## config.mk

```make
export PLATFORM = sky130hd
export DESIGN_NAME = sipo_frame_ctrl
export DESIGN_NICKNAME = d
export VERILOG_FILES = /design/src/rtl/sipo_frame_ctrl.sv
export SDC_FILE = /design/constraint.sdc
export NUM_CORES = 1
export LEC_CHECK = 0
export ABC_AREA = 1
export CAP_MARGIN = 5
export CELL_PAD_IN_SITES_DETAIL_PLACEMENT = 1
export CELL_PAD_IN_SITES_GLOBAL_PLACEMENT = 1
export CORE_ASPECT_RATIO = 1.1
export CORE_UTILIZATION = 44
export DETAILED_ROUTE_END_ITERATION = 8
export DONT_BUFFER_PORTS = 1
export HOLD_SLACK_MARGIN = 0.06
export PLACE_DENSITY_LB_ADDON = 0.15
export SETUP_SLACK_MARGIN = 0.1
export SLEW_MARGIN = 40
export SYNTH_ARGS = -nofsm -noshare
export SYNTH_HDL_FRONTEND = slang
export SYNTH_SLANG_ARGS = --single-unit
```

## constraint.sdc

```tcl
create_clock -name sys_clk -period 2.03 [get_ports sys_clk]
set_clock_uncertainty 0.1 [all_clocks]
set_input_delay 0.3045 -clock sys_clk [delete_from_list [all_inputs] [get_ports sys_clk]]
set_output_delay 0.3045 -clock sys_clk [all_outputs]
set_load 0.01 [all_outputs]
```

## src/rtl/sipo_frame_ctrl.sv

```systemverilog
// sipo_frame_ctrl: assembles strobed serial bits into N-bit words (MSB first)
// and offers each finished word on a valid/ready handshake. It also flags
// inter-bit timeout and overrun, and counts delivered frames.
// Build option: define PARITY_CHECK_EN to expect a trailing even-parity bit
// per frame and report mismatches on par_err (otherwise par_err is tied low).
module sipo_frame_ctrl #(
  parameter int N       = 8,
  parameter int TIMEOUT = 255
) (
  input  logic         sys_clk,
  input  logic         sys_rst,
  input  logic         frame_start,
  input  logic         sin,
  input  logic         bit_valid,
  output logic [N-1:0] dout,
  output logic         dout_valid,
  input  logic         dout_ready,
  output logic         busy,
  output logic         overrun,
  output logic         timeout_err,
  output logic         par_err,
  input  logic         err_clr,
  output logic [15:0]  frame_cnt
);

  typedef enum logic [1:0] {IDLE, SHIFT, HOLD} state_t;

  // Index of the bit that completes a frame (parity bit follows the data).
`ifdef PARITY_CHECK_EN
  localparam int LAST_IDX = N;
`else
  localparam int LAST_IDX = N - 1;
`endif
  localparam int CW = $clog2(N + 1);
  localparam int GW = (TIMEOUT > 0) ? $clog2(TIMEOUT + 1) : 1;
  localparam logic [CW-1:0] BIT_LAST = CW'(LAST_IDX);
  localparam logic [GW-1:0] GAP_LAST = (TIMEOUT > 0) ? GW'(TIMEOUT - 1) : '0;

  state_t        state, state_nx;
  logic [N-1:0]  sr, sr_nx, dout_nx, shifted;
  logic [CW-1:0] bit_cnt, bit_cnt_nx;
  logic [GW-1:0] gap_cnt, gap_cnt_nx;
  logic [15:0]   frame_cnt_nx;
  logic          dout_valid_nx;
  logic          begin_frame;
  logic          overrun_set, timeout_set;
`ifdef PARITY_CHECK_EN
  logic          par_acc, par_acc_nx, par_set;
`endif

  assign shifted = {sr[N-2:0], sin};

  // Next-state and datapath decode for the IDLE / SHIFT / HOLD sequencer.
  always_comb begin
    // NOTE: every variable gets a default here so no path through the case
    // leaves one unassigned, which would otherwise infer a latch.
    state_nx      = state;
    sr_nx         = sr;
    bit_cnt_nx    = bit_cnt;
    gap_cnt_nx    = gap_cnt;
    dout_nx       = dout;
    dout_valid_nx = dout_valid;
    frame_cnt_nx  = frame_cnt;
    begin_frame   = 1'b0;
    overrun_set   = 1'b0;
    timeout_set   = 1'b0;
`ifdef PARITY_CHECK_EN
    par_acc_nx    = par_acc;
    par_set       = 1'b0;
`endif

    unique case (state)
      IDLE: begin
        if (frame_start) begin_frame = 1'b1;
      end

      SHIFT: begin
        if (frame_start) begin
          begin_frame = 1'b1;
        end else if (bit_valid) begin
          gap_cnt_nx = '0;
          if (bit_cnt == BIT_LAST) begin
            state_nx      = HOLD;
            dout_valid_nx = 1'b1;
            frame_cnt_nx  = frame_cnt + 16'd1;
            bit_cnt_nx    = '0;
`ifdef PARITY_CHECK_EN
            // Final bit is the parity bit: it checks the word but is not stored.
            dout_nx = sr;
            par_set = par_acc ^ sin;
`else
            dout_nx = shifted;
            sr_nx   = shifted;
`endif
          end else begin
            sr_nx      = shifted;
            bit_cnt_nx = bit_cnt + CW'(1);
`ifdef PARITY_CHECK_EN
            par_acc_nx = par_acc ^ sin;
`endif
          end
        end else if (TIMEOUT != 0) begin
          if (gap_cnt == GAP_LAST) begin
            // Gap limit reached: abandon the partial frame, leave dout alone.
            state_nx    = IDLE;
            timeout_set = 1'b1;
            sr_nx       = '0;
            bit_cnt_nx  = '0;
            gap_cnt_nx  = '0;
          end else begin
            gap_cnt_nx = gap_cnt + GW'(1);
          end
        end
      end

      HOLD: begin
        if (dout_ready) begin
          dout_valid_nx = 1'b0;
          if (frame_start) begin_frame = 1'b1;
          else             state_nx    = IDLE;
        end else if (frame_start) begin
          overrun_set = 1'b1;
        end
        // A bit is only usable here when it opens a back-to-back frame.
        if (bit_valid && !(dout_ready && frame_start)) overrun_set = 1'b1;
      end

      default: state_nx = IDLE;
    endcase

    // Common frame (re)start; a same-cycle bit becomes bit 0.
    if (begin_frame) begin
      state_nx   = SHIFT;
      gap_cnt_nx = '0;
      bit_cnt_nx = bit_valid ? CW'(1) : '0;
      if (bit_valid) sr_nx = shifted;
`ifdef PARITY_CHECK_EN
      par_acc_nx = bit_valid & sin;
`endif
    end
  end

  // State, datapath and sticky-flag registers with synchronous reset.
  always_ff @(posedge sys_clk) begin
    if (sys_rst) begin
      state       <= IDLE;
      sr          <= '0;
      bit_cnt     <= '0;
      gap_cnt     <= '0;
      dout        <= '0;
      dout_valid  <= 1'b0;
      busy        <= 1'b0;
      overrun     <= 1'b0;
      timeout_err <= 1'b0;
      frame_cnt   <= '0;
`ifdef PARITY_CHECK_EN
      par_acc     <= 1'b0;
      par_err     <= 1'b0;
`endif
    end else begin
      // NOTE: non-blocking assignments so every register samples the
      // pre-edge values regardless of statement order.
      state       <= state_nx;
      sr          <= sr_nx;
      bit_cnt     <= bit_cnt_nx;
      gap_cnt     <= gap_cnt_nx;
      dout        <= dout_nx;
      dout_valid  <= dout_valid_nx;
      busy        <= (state_nx != IDLE);
      frame_cnt   <= frame_cnt_nx;
      // Sticky flags: a set event outranks a same-cycle clear.
      overrun     <= overrun_set | (overrun & ~err_clr);
      timeout_err <= timeout_set | (timeout_err & ~err_clr);
`ifdef PARITY_CHECK_EN
      par_acc     <= par_acc_nx;
      par_err     <= par_set | (par_err & ~err_clr);
`endif
    end
  end

`ifndef PARITY_CHECK_EN
  assign par_err = 1'b0;
`endif

endmodule
```

==> results.md <==
- Pre-Repair DR Iteration Count: 4
- Critical path startpoint: gap_cnt[0]$_SDFFE_PP0P_
- HPWL after DPL: 4110 um
- Final setup vio count: 0
- Worst-path clk slew: 0.09 ns
- Max-cap violations: 0
- Total gr overflow: 0
- Tot GR Track Use: 22.0%
- Worst-path fanout max: 9
- Number of CTS-inserted buffers: 5
- Post-synth top area share: 41.9%
- Area after DPL: 0.00238 mm^2
- Root Driver: clkbuf_8
- I/O Buffers: 0
- Power per cell area: between 600 and 700 mW/mm^2
- Commonest cells after routing, fill and taps aside: nand2_1 (91), nor2_1 (47), dfxtp_1 (47)
- Most common cell after layout, fill and taps aside: nand2_1
- WL/cell: between 10 and 15 um
- Via Count: 2099
- Static leakage: 0.000959 uW
- FF+latch count, synth: 49
- Synth Instances: 338
- Crit path DAT: 1.83 ns
- P_sw: about 420 uW
- Switch share: 25.2%
- Antenna Violating Nets Remaining: 0
- Worst Reg2Reg Path Length in Cells: 11
- Clock network power share: 35.5%
- Residual DRC: 0
- Core footprint: between 0.005 and 0.006 mm^2
- Die Wd: 71.6 um
- Ranking of synthesized cells by area: dfxtp_1 (42%), nand2_1 (15%), nor2_1 (7.5%)
- Cell taking the most area after synthesis: dfxtp_1
- Fmax: 580 MHz
- Antenna Diode Count: 0
- Final net count: 355
- Synth cell types: 30
- CTS max path bufs: 2
- Initial antenna violation count: 0
- Vias in the first global route: 2071
- Mapped Area: roughly 0.0023 mm^2
- CTS HTree Levels: 2
- Largest net degree at the start of global routing: 23
- Standard-cell rows: 27
- Worst-Skew Late Latency: 0.31 ns
- Post-synth net total: 349
- VDD IR-drop max: 0.334 mV
- Final WL: 5590 um
- Fillers: 691
- Hold/Removal Path Class: in2reg
- Vias per cell: 5.21
- Status: completed
- Warnings from Yosys: 0
- Share of cells above drive strength 1: 9.28%
- Layout area overhead: 7.53%
- R2r setup slk: 0.31 ns
- Min Tclk post-route: 1.72 ns
- Worst setup EP type: register
- Worst reg2reg path endpoint: bit_cnt[1]$_SDFFE_PP0P_
- Seq/Total Area, Yosys: 41.9%
- Io pins: 36
- Initial DRC Count: 80
- Global placer's final weighted congestion: roughly 0.80
- Clock sink count: approximately 50
- Crit path capture: bit_cnt[1]$_SDFFE_PP0P_
- Comb pwr share: ~5.5%
- Post-CTS Setup Inserts: 0
- Final period utilization: around 85%
- Die Y: approximately 79 um
- Synth Area per Inst: between 6 and 7 um^2
- Setup Crit Path Kind: reg2reg
- Initial Util: 46.2%
- WP data required: 2.14 ns
- First-pass GRT wire length: 9650 um
- RSZ-0062 raised after global routing: no
- Die Area: 0.00562 mm^2
- Final Hold Viols: 0
- Critical path launch point type: register
- R2R Path Start: gap_cnt[0]$_SDFFE_PP0P_
- Sum Neg Setup Slack: 0 ns
- Reg power frac: 58.9%
- Design area: 0.00252 mm^2
- Pins Over Slew Limit: 0
- Internal power: 1240 uW
- CTS tree: yes
-- metrics by stage --
| stage | cells | setup WS, ns | utilization (%) | hold WS [ns] | total power (uW) |
|---|---|---|---|---|---|
| detailed placement | 390 | 0.294 | 47.0 | 0.282 | 1080 |
| global route | 403 | 0.111 | 49.7 | 0.0925 | 1750 |
| floorplan | 338 | 0.560 | - | 0.274 | 1070 |
| global placement | 390 | 0.332 | 47.0 | 0.280 | 1080 |
| CTS | 403 | 0.274 | 49.8 | 0.0692 | 1690 |
| finish | 403 | 0.307 | 49.7 | 0.0821 | 1660 |
-- kinds of logic (layout without fill, tap and decap cells) --
family | after synthesis | after routing | synth area share, %
adders and majority gates | 4 | 4 | 2.14
and+or+nand+nor | 194 | 194 | 36.7
DFF | 49 | 49 | 41.9
xor gates and xnor gates | 6 | 6 | 2.24
AOI/OAI and AO/OA | 39 | 39 | 8.81
buffers and inverters | 45 | 52 | 8.07
other | 1 | 1 | 0.160
-- layer usage --
metal / GRT usage (%) / up-vias / part of all wire, %
li1: - / 1083 / -
met1: 27.4 / 980 / 47
met2: 36.9 / 28 / 48
met3: 5.26 / 8 / 3.9
met4: 8.24 / 0 / 1.6
met5: 0 / - / 0
-- repair_timing --
action	4_1_cts	5_1_grt
hold buffers	5	0
endpoints found under the setup margin	0	1
endpoints found under the hold margin	23	0
resized for setup	0	2
-- cell type report --
| class | count | area [um^2] | area share, % |
|---|---|---|---|
| flip-flops and latches | 49 | 983 | 39.0 |
| inverters | 37 | 139 | 5.51 |
| well taps | 58 | 72.6 | 2.88 |
| clock buffers | 5 | 68.8 | 2.73 |
| repair buffers | 7 | 60.1 | 2.38 |
| multi-input cells | 244 | 1170 | 46.5 |
| clock inverters | 3 | 22.5 | 0.894 |
-- cell usage after synthesis, drive strengths merged --
cell type and n:
nand2 97, nor2 56, dfxtp 49, inv 37, nand3 28, a21oi 27, nand4 7, o21ai 7
buf 5, xor2 5, ha 4, nor3 4, clkbuf 3, o21bai 2, a211oi 1, a31oi 1
and3 1, conb 1, nand3b 1, o21a 1, xnor2 1
-- worst max-delay path, stage by stage, from the launching register on --
cell,delay (ns)
dfxtp_1,0.35
inv_1,0.08
ha_1,0.14
inv_1,0.03
nor2_1,0.18
nand2_1,0.13
nand2_1,0.12
nand2_2,0.16
nand2_4,0.17
nand2_1,0.07
nand2_1,0.05
inv_1,0.03
-- how the worst min path moves through the flow --
stage / slack [ns] / startpoint / depth (start not counted) / end
after global routing: 0.09 / frame_start / 3 / gap_cnt[0]$_SDFFE_PP0P_
after detailed placement: 0.28 / sys_rst / 1 / sr[4]$_SDFF_PP0_
final: 0.08 / frame_start / 3 / gap_cnt[0]$_SDFFE_PP0P_
after global placement: 0.28 / sys_rst / 1 / dout[0]$_SDFFE_PP0P_
after CTS: 0.07 / frame_start / 3 / gap_cnt[0]$_SDFFE_PP0P_
after floorplan: 0.27 / sys_rst / 1 / dout[0]$_SDFFE_PP0P_
-- power by group through the flow --
stage               combinational, uW  clock (uW)  sequential (uW)
finish                           91.6         591              980
CTS                              93.9         616              981
floorplan                        71.2           0             1000
global placement                 76.5           0             1000
global route                      105         658              982
detailed placement               78.2           0             1000
-- state kept, by name (all words and copies together) (netlist names) --
register / count
gap_cnt: 8
dout: 8
state: 2
overrun: 1
bit_cnt: 4
sr: 7
timeout_err: 1
frame_cnt: 16
dout_valid: 1
busy: 1
Note: power is estimated with default switching activity, not from simulation.
